`src/rtl/game_phase_sequencer.sv`:
```
// Round controller for the number game: IDLE -> FLASH -> MEMO -> PLAY -> WIN/LOSE.
// Drives the stage downcounters' restart pulses and tracks difficulty and score.
module game_phase_sequencer #(
  parameter int WIN_HOLD = 4,
  parameter int DIFF_MIN = 1
) (
  input  logic       halfsecclk,
  input  logic       resetn,
  input  logic       start,
  input  logic [3:0] diff_sel,
  input  logic       guess_valid,
  input  logic       guess_correct,
  input  logic [2:0] flash_cnt,
  input  logic [2:0] memo_cnt,
  input  logic [4:0] progress,
  output logic       secclk,
  output logic       flash_rstn,
  output logic       memo_rstn,
  output logic       play_rstn,
  output logic [3:0] difficulty,
  output logic [2:0] state,
  output logic [3:0] score
);

  typedef enum logic [2:0] {
    S_IDLE  = 3'd0,
    S_FLASH = 3'd1,
    S_MEMO  = 3'd2,
    S_PLAY  = 3'd3,
    S_WIN   = 3'd4,
    S_LOSE  = 3'd5
  } phase_e;

  localparam int              HOLD_W     = (WIN_HOLD > 2) ? $clog2(WIN_HOLD) : 1;
  localparam logic [HOLD_W-1:0] HOLD_LAST = HOLD_W'(WIN_HOLD - 1);
  localparam logic [3:0]      DIFF_FLOOR = 4'(DIFF_MIN);

  phase_e            state_q, state_d;
  logic              secclk_q;
  logic              start_prev_q;
  logic              armed_q, armed_d;
  logic [HOLD_W-1:0] hold_q, hold_d;
  logic [3:0]        difficulty_q, difficulty_d;
  logic [3:0]        score_q, score_d;
  logic              flash_rstn_q, flash_rstn_d;
  logic              memo_rstn_q, memo_rstn_d;
  logic              play_rstn_q, play_rstn_d;

  logic start_rise;
  logic entering;

  assign start_rise = start & ~start_prev_q;

  // NOTE: every variable written here gets a default first, so no path can
  // leave one unassigned and infer a latch.
  always_comb begin
    state_d      = state_q;
    hold_d       = hold_q;
    difficulty_d = difficulty_q;
    score_d      = score_q;

    case (state_q)
      S_IDLE, S_LOSE: begin
        if (start_rise) begin
          state_d      = S_FLASH;
          difficulty_d = (diff_sel == 4'd0) ? 4'd1 : diff_sel;
          score_d      = 4'd0;
        end
      end
      S_FLASH: begin
        if (armed_q && flash_cnt == 3'd0) state_d = S_MEMO;
      end
      S_MEMO: begin
        if (armed_q && memo_cnt == 3'd0) state_d = S_PLAY;
      end
      S_PLAY: begin
        // A guess outranks the timer running out in the same cycle.
        if (armed_q) begin
          if (guess_valid) begin
            state_d = guess_correct ? S_WIN : S_LOSE;
          end else if (progress == 5'd0) begin
            state_d = S_LOSE;
          end
        end
        if (state_d == S_WIN) begin
          score_d      = (score_q == 4'hF) ? score_q : score_q + 4'd1;
          difficulty_d = (difficulty_q > DIFF_FLOOR) ? difficulty_q - 4'd1 : DIFF_FLOOR;
          hold_d       = '0;
        end
      end
      S_WIN: begin
        if (hold_q == HOLD_LAST) state_d = S_FLASH;
        else                     hold_d  = hold_q + 1'b1;
      end
      default: state_d = S_IDLE;
    endcase

    // Counters restart during the first cycle of their stage; counter inputs
    // are trusted only from the second cycle, once the restart has landed.
    entering     = (state_d != state_q);
    armed_d      = ~entering;
    flash_rstn_d = ~(entering && state_d == S_FLASH);
    memo_rstn_d  = ~(entering && state_d == S_MEMO);
    play_rstn_d  = ~(entering && state_d == S_PLAY);
  end

  // NOTE: sequential state uses non-blocking assignments so every register
  // samples pre-edge values, independent of statement order.
  always_ff @(posedge halfsecclk or negedge resetn) begin
    if (!resetn) begin
      state_q      <= S_IDLE;
      secclk_q     <= 1'b0;
      start_prev_q <= 1'b0;
      armed_q      <= 1'b0;
      hold_q       <= '0;
      difficulty_q <= 4'd1;
      score_q      <= 4'd0;
      flash_rstn_q <= 1'b1;
      memo_rstn_q  <= 1'b1;
      play_rstn_q  <= 1'b1;
    end else begin
      state_q      <= state_d;
      secclk_q     <= ~secclk_q;
      start_prev_q <= start;
      armed_q      <= armed_d;
      hold_q       <= hold_d;
      difficulty_q <= difficulty_d;
      score_q      <= score_d;
      flash_rstn_q <= flash_rstn_d;
      memo_rstn_q  <= memo_rstn_d;
      play_rstn_q  <= play_rstn_d;
    end
  end

  assign secclk     = secclk_q;
  assign flash_rstn = flash_rstn_q;
  assign memo_rstn  = memo_rstn_q;
  assign play_rstn  = play_rstn_q;
  assign difficulty = difficulty_q;
  assign state      = state_q;
  assign score      = score_q;

endmodule

```
`config.mk`:
```
export PLATFORM = sky130hd
export DESIGN_NAME = game_phase_sequencer
export DESIGN_NICKNAME = d
export VERILOG_FILES = /design/src/rtl/game_phase_sequencer.sv
export SDC_FILE = /design/constraint.sdc
export NUM_CORES = 1
export LEC_CHECK = 0
export CAP_MARGIN = 20
export CORE_UTILIZATION = 40
export DETAILED_ROUTE_END_ITERATION = 16
export GPL_TIMING_DRIVEN = 0
export PLACE_DENSITY = 0.7
export SKIP_CTS_REPAIR_TIMING = 1
export SYNTH_ARGS = -nofsm -noshare
export SYNTH_HDL_FRONTEND = slang
export SYNTH_SLANG_ARGS = --single-unit
```
`constraint.sdc`:
```
create_clock -name halfsecclk -period 1.8 [get_ports halfsecclk]
set_input_delay 0.45 -clock halfsecclk [delete_from_list [all_inputs] [get_ports halfsecclk]]
set_output_delay 0.45 -clock halfsecclk [all_outputs]
set_load 0.05 [all_outputs]
```
Word level (Yosys, flattened, before mapping)
Cells that the tools add are included.
- reduce and logical (&&, ||, !) cells: 16
- equal/unequal tests: 16
- magnitude comparators: 1
- bitwise gates (word level): 7
- add/subtract/negate cells: 3
- muxes and demuxes: 22
- operators with widths (cell ; number):
    two-way mux 4 bit ; 7
    two-way mux 3 bit ; 8
    case mux 4 bit (2 select lines) ; 2
    case mux 3 bit (5 select lines) ; 1
    == test 3 x 2 -> 1 bit (second input constant) ; 4
    == test 3 bit (second input constant) ; 3
    zero test 3 bit ; 3
    inequality test 2 bit (second input constant) ; 4
    == test 3 x 1 -> 1 bit (second input constant) ; 2
    inverter 1 bit ; 6
    AND reduction 3 bit ; 2
    logical AND 1 bit ; 5
    zero test 5 bit ; 1
    adder 4 x 1 -> 4 bit (second input constant) ; 1
    == test 4 bit (second input constant) ; 1
    > comparator 4 x 1 -> 1 bit (second input constant) ; 1
    zero test 4 bit ; 1
    two-way mux 2 bit ; 2
    case mux 2 bit (2 select lines) ; 1
    AND reduction 4 bit ; 1
    nonzero test 2 bit ; 2
    subtractor 4 x 1 -> 4 bit (second input constant) ; 1
    inequality test 3 bit ; 1
    adder 2 x 1 -> 2 bit (second input constant) ; 1
    other kinds (4) ; 4
- bits in registers: 19
- output and inout port bits: 15

Longest topological paths before layout
Gate-level depths: netlist of the first run.
- depth after elaboration: 9
- gate-level depth with buffers: 6
- gate-level depth less buffers: 6

Worst setup path after synthesis of the first run
Ideal clock, no wire load.
- path type: register to register
- start: reg state_q[0], in the netlist state[0]
- end: reg score_q[0], in the netlist score[0]
- slack: -0.010 ns
- setup time: 0.067 ns
- data required time: 1.733 ns
- stages on the path, launching flop included: 6
- period minus slack after synthesis: 1.810 ns
- arrival: 1.743 ns
- cell sequence: dfrtp_1 > buf_2 > and3b_1 > a22oi_2 > or4_1 > nand2_1
- word-level cells in the longest chain between the ends: 7
- ends and longest elaborated chain (what ; line ; text):
    from (decl) ; 38 ; phase_e state_q, state_d;
    from (signal assigned) ; 122 ; state_q <= state_d;
    two-way mux 3 bit ; 81 ; end else if (progress == 5'd0) begin
    two-way mux 3 bit ; 79 ; if (guess_valid) begin
    two-way mux 3 bit ; 78 ; if (armed_q) begin
    two-way mux 3 bit ; 62 ; case (state_q)
    == test 3 bit ; 85 ; if (state_d == S_WIN) begin
    inequality test 2 bit (no line) ; -- ;
    AND reduction 4 bit (no line) ; -- ;
    to (signal assigned) ; 128 ; score_q <= score_d;
    to (decl) ; 44 ; logic [3:0] score_q, score_d;
Several ways; a longest one is shown, not always the timed one. The select of a mux whose other input is x is not followed.
A chain may end at the register's enable or synchronous reset.

Final worst setup path of the first run
- start: in memo_cnt[1]
- end: reg flash_rstn_q, in the netlist flash_rstn
- word-level cells in the longest chain between the ends: 7
- ends and longest elaborated chain (what ; line ; text):
    from (decl) ; 14 ; input logic [2:0] memo_cnt,
    zero test 3 bit (*) ; 74 ; if (armed_q && memo_cnt == 3'd0) state_d = S_PLAY;
    logical AND 1 bit (*) ; 74 ;
    two-way mux 3 bit (*) ; 74 ;
    case mux 3 bit (5 select lines) (*) ; 62 ;
    via state_d[0] ; 38 ;
    inequality test 3 bit / == test 3 x 1 -> 1 bit (equally long branches) ; 100, 102 ;
    logical AND 1 bit (*) ; 102 ; flash_rstn_d = ~(entering && state_d == S_FLASH);
    inverter 1 bit (*) ; 102 ;
    via flash_rstn_d ; 45 ; logic flash_rstn_q, flash_rstn_d;
    to (signal assigned) ; 129 ; flash_rstn_q <= flash_rstn_d;
    to (decl) ; 45 ;
The timed path passes the listed nets; every way through them passes the cells marked *.

==> results_dict.tcl, run 1 <==
set metrics [dict create \
    status "finished, final reports clean" \
    rsz0062_at_grt "no" \
    fin_crit_sh_pct 98.1 \
    yosysTopAreaCellShare_pct 32.8 \
    dr.first_iter.drc_count 19 \
    reg2reg_slack_ps 160 \
    synth_cell_types 45 \
    synth_area_leaders "dfrtp_1 33%, dfstp_2 9.2%, ha_1 4.4%" \
    synthCells 118 \
    grt_util_met3_pct 3.51 \
    endpoint "flash_rstn$_DFF_PN1_" \
    synth.top_cells.by_count "15 x dfrtp_1, 9 x a21oi_1, 8 x o21ai_0" \
    core.rowCount 19 \
    hp-class "reg2reg" \
    dr.pass1.iters 4 \
    ys.flop_type "dfrtp_1" \
    drive_above_1_share_pct 12.8 \
    avgSynthCellArea_um2 9.71 \
    synth_most_common_cell "dfrtp_1" \
    synth_top_cell_by_area "dfrtp_1" \
    vias 1055 \
    p_per_area_nw_per_um2 1320 \
    coreArea_um2 2730 \
    arrival_ps 1980 \
    ant_nets 0 \
    vias_per_cell 5.64 \
    htreeDepth 1 \
    grt_pass1_vias 1046 \
    finalHoldViolCount 0 \
    clock-root-buffer "clkbuf_4" \
    yosysWarnings 0 \
    path_clk_slew_ps 110 \
    critPathMaxStageDelay_ps 470 \
    critPathBufInv 1 \
    critPathRequiredTime_ps 2010 \
    initial_core_util_pct 41.9 \
    wirelength_um 2620 \
    synth-async-reset-ratio_pct 100 \
    relSlewSlack_pct 43.3 \
    die_h_um 55.5 \
    cp-startpoint "memo_cnt[1]" \
    place_area_um2 1530 \
    grt_max_degree 20 \
    fin_ws_ps 34.4 \
    die_width_um 55.5 \
    insertedDiodeCount 0 \
    grt_overflow 0 \
    ys_ff_latch 19 \
    drc 0 \
    critPathSlowestCell "or4b_4" \
    crit_family "simple AND/OR/NAND/NOR gates" \
    finalCriticalPeriod_ps 1770 \
    grt_antenna_before_repair 0 \
    area_growth_syn_to_layout_pct 40.2 \
    setup-violations-final 0 \
    crit_type "in2reg" \
    place_congestion 0.858 \
    grt_pass1_wl_um 4420 \
    p_leak_nw 0.785 \
    start_kind "input port" \
    peakVddDrop_mv 1.03 \
    cts_tree "built" \
    numCtsBuffers 3 \
    cp_max_fo 3 \
    port_buffers 34 \
    grt_util_met1_pct 21.1 \
    synth_edf_count 0 \
    path_cells "clkdlybuf4s50_1, or4b_4, or3_4, o2111ai_4, nand4bb_1" \
    avgRoutedWirePerCell_um 14.0 \
    top_usage_layer "met2" \
    fin_nets 181 \
    io_pins 35 \
    rr_endpoint "difficulty[1]$_DFFE_PN0P_" \
    post-place-ws_ps -274 \
    final_cell_area_um2 1610 \
    worstSkewPairLatency_ps 300 \
    skew_ps 8.78 \
    cp.depth 5 \
    critPathCaptureType "flop" \
    fmax_mhz 566 \
    synth_seq_area_share_pct 41.9 \
    die-area_um2 3080 \
    rr_worst_depth 6 \
    cts.sinks 19 \
    drv_slew 0 \
    cap_violations 0 \
    hpwl_um 1940 \
    synth_area_um2 1150 \
    worst_pin_slew_ps 847 \
    synthesis.nets 142 \
    rr_startpoint "state[0]$_DFF_PN0_" \
    track_usage_pct 17.5 \
    ctsLongestPathBuffers 2 \
    use_met2_pct 31.2 \
]
[per-layer routing]
layer  share of wire (%)  routed length (um)  up-vias
li1                    -                   -      522
met1                  45                1170      496
met2                  50                1300       35
met3                 5.1                 135        2
met4                0.50                  13        0
met5                   0                   0        -
[how the worst min path moves through the flow]
stage                           from                end  cells past startpoint
global placement    secclk$_DFF_PN0_   secclk$_DFF_PN0_                      1
detailed placement  secclk$_DFF_PN0_   secclk$_DFF_PN0_                      1
CTS                 secclk$_DFF_PN0_   secclk$_DFF_PN0_                      1
global route        secclk$_DFF_PN0_   secclk$_DFF_PN0_                      1
finish              secclk$_DFF_PN0_   secclk$_DFF_PN0_                      1
floorplan                     resetn  armed_q$_DFF_PN0_                      0
[layout make-up]
cell class,instances,area (um^2)
flip-flops and latches,19,482
inverters,6,22.5
multi-input cells,88,622
repair buffers,34,375
clock buffers,3,22.5
well taps,31,38.8
fillers,252,1130
clock inverters,1,5.00
plain buffers,5,38.8
[flip-flops by register name, indices dropped and copies added (netlist names)]
signal,count
difficulty,4
score,4
state,3
hold_q,2
armed_q,1
flash_rstn,1
memo_rstn,1
play_rstn,1
secclk,1
start_prev_q,1
[where the power goes]
group	total (mW)	switching [mW]	internal, mW	leakage, nW
clock	0.220	0.137	0.0825	0.0177
sequential	0.669	0.115	0.553	0.229
combinational	1.23	0.764	0.465	0.538
total	2.12	1.02	1.10	0.785
[cell usage in the layout, fill, tap and decap left out, types with 2 or more instances in the layout]
master           count
clkdlybuf4s50_1     17
or3_1                3
inv_1                6
nor2_1               6
and2_1               2
and3b_1              2
o21ai_0              8
a21oi_1              9
nor2b_1              2
nand2b_1             3
or4_1                2
nand3_1              4
a211oi_1             2
dlymetal6s2s_1      16
o31ai_1              5
nor4b_1              2
nor3_1               4
dfrtp_1             14
clkbuf_4             3
dfstp_2              4
nand2_1              6
buf_6                2
nand3b_1             2
ha_1                 4
[cell families (layout without fill, tap and decap cells)]
family | after synthesis | after routing | synth area share, %
simple gates | 47 | 47 | 25.7
compound gates | 35 | 35 | 21.1
flops | 19 | 19 | 41.9
buf+inv | 11 | 49 | 5.35
fa+ha+maj | 4 | 4 | 4.37
xor+xnor | 1 | 1 | 0.764
mux | 1 | 1 | 0.873
[stage by stage]
| stage | TNS [ps] | instances | utilization [%] | hold WS (ps) | power (mW) |
|---|---|---|---|---|---|
| 2_1_floorplan | 0 | 118 | - | 154 | 1.53 |
| 3_5_place_dp | -1640 | 183 | 55.8 | 418 | 1.90 |
| 5_1_grt | 0 | 187 | 58.8 | 444 | 2.26 |
| 6_report | 0 | 187 | 58.8 | 423 | 2.12 |
| 3_3_place_gp | -1390 | 183 | 55.8 | 404 | 1.87 |
| 4_1_cts | -3260 | 187 | 56.8 | 434 | 2.12 |
No activity file was read; power rests on OpenSTA's default activity.
==> inputs of run 2 (changes only) <==
- CORE_ASPECT_RATIO: not set -> 0.8
==> run 2 against run 1 <==
Effect of this change: fmax grew 1.5%; die area is essentially flat; critical path depth is the same; via count grew 1.5%; critical path type unchanged; global-route usage grew 0.88 points; critical endpoint unchanged; worst hold slack gained 18 ps; clock power is essentially flat; power grew 1.0%.
==> results_dict.tcl, run 2 (same netlist as run 1, synthesis figures left out) <==
set metrics [dict create \
    dr.pass1.iters 4 \
    nFillCells 212 \
    p_leak_nw 0.789 \
    ctsLongestPathBuffers 2 \
    die-area_um2 3080 \
    critPathSlowestCell "or4b_1" \
    fin_tns_setup_ps 0 \
    p_per_area_nw_per_um2 1330 \
    relSlewSlack_pct 43.9 \
    path_cells "clkdlybuf4s50_1, or4b_1, or3_4, o2111ai_4, nand4bb_1" \
    grt_max_degree 20 \
    insertedDiodeCount 0 \
    hpwl_um 2040 \
    vias 1071 \
    grt_pass1_vias 931 \
    multiInputGateArea_um2 616 \
    setup-violations-final 0 \
    ant_nets 0 \
    critPathRequiredTime_ps 2020 \
    cts_tree "built" \
    die_width_um 61.8 \
    core.rowCount 16 \
    wirelength_um 2690 \
    die_h_um 49.9 \
    numCtsBuffers 3 \
    fin_cells 193 \
    hp-class "reg2reg" \
    critPathCaptureType "flop" \
    area_growth_syn_to_layout_pct 40.8 \
    reg2reg_slack_ps 130 \
    cp_max_fo 3 \
    fin_crit_sh_pct 96.7 \
    rr_worst_depth 6 \
    initial_core_util_pct 44.4 \
    fin_nets 182 \
    layout_common_cells "17 x clkdlybuf4s50_1, 16 x dlymetal6s2s_1, 14 x dfrtp_1" \
    drive_above_1_share_pct 12.1 \
    fin_util_pct 62.5 \
    rr_endpoint "difficulty[1]$_DFFE_PN0P_" \
    cap_violations 0 \
    endpoint "flash_rstn$_DFF_PN1_" \
    worst_pin_slew_ps 840 \
    drv_slew 0 \
    critPathMaxStageDelay_ps 460 \
    avgRoutedWirePerCell_um 14.0 \
    fmax_mhz 575 \
    grt_overflow 0 \
    io_pins 35 \
    finalHoldViolCount 0 \
    grt_pass1_wl_um 4210 \
    start_kind "input port" \
    track_usage_pct 18.4 \
    worstSkewPairLatency_ps 300 \
    htreeDepth 1 \
    coreArea_um2 2580 \
    crit_type "in2reg" \
    skew_ps 3.39 \
    post-place-cells 188 \
    path_clk_slew_ps 110 \
    cp-startpoint "memo_cnt[1]" \
    grt_antenna_before_repair 0 \
    port_buffers 34 \
    regArea_um2 482 \
    layout_commonest_cell "clkdlybuf4s50_1" \
    place_congestion 0.797 \
    peakVddDrop_mv 0.608 \
    cts.sinks 19 \
    vias_per_cell 5.55 \
    finalCriticalPeriod_ps 1740 \
    drc 0 \
    finalPower_mw 2.14 \
    dr.first_iter.drc_count 36 \
    arrival_ps 1960 \
    status "finished, final reports clean" \
    rsz0062_at_grt "no" \
    hold_slack_ps 441 \
    rr_startpoint "state[0]$_DFF_PN0_" \
    clock-root-buffer "clkbuf_4" \
]
-- run 2: cell count changes in the layout (fill, tap and decap cells not counted), sizes merged --
cell	change
buf	+1
-- run 2: report_power, final --
group	switching (mW)	internal [mW]
sequential	0.117	0.553
clock	0.138	0.0828
combinational	0.771	0.479
-- run 2: stage by stage --
stage | setup WS [ps] | area (um^2)
final | 59.9 | 1610
after global routing | 4.55 | 1610
after CTS | -381 | 1560
after detailed placement | -282 | 1530
after global placement | -285 | 1530
after floorplan | 63.3 | 1150
-- run 2: layout make-up --
class / count / share of cell area [%]
Clock inverter: 1 / 0.310
Multi-Input combinational cell: 88 / 38.1
Tap cell: 36 / 2.79
Sequential cell: 19 / 29.8
Inverter: 6 / 1.40
Clock buffer: 3 / 1.40
Timing Repair Buffer: 35 / 23.7
Buffer: 5 / 2.40
-- run 2: worst min path at each step --
stage | cells past startpoint | start | end | slack [ps]
final | 1 | secclk$_DFF_PN0_ | secclk$_DFF_PN0_ | 440
after global placement | 1 | secclk$_DFF_PN0_ | secclk$_DFF_PN0_ | 400
after global routing | 1 | secclk$_DFF_PN0_ | secclk$_DFF_PN0_ | 490
after detailed placement | 1 | secclk$_DFF_PN0_ | secclk$_DFF_PN0_ | 440
after CTS | 1 | secclk$_DFF_PN0_ | secclk$_DFF_PN0_ | 460
after floorplan | 0 | resetn | armed_q$_DFF_PN0_ | 150
-- run 2: routing by layer --
metal,global-route usage (%),vias to the layer above,share of wire [%]
li1,-,523,-
met1,25.2,520,46
met2,29.4,28,47
met3,5.77,0,6.4
met4,1.48,0,0
met5,0,-,0
-- run 2: worst max-delay path: cells and delay by family --
family                 cells  cell delay [ps]
AOI/OAI and AO/OA          1              110
buffers and inverters      1              390
and+or+nand+nor            3             1010
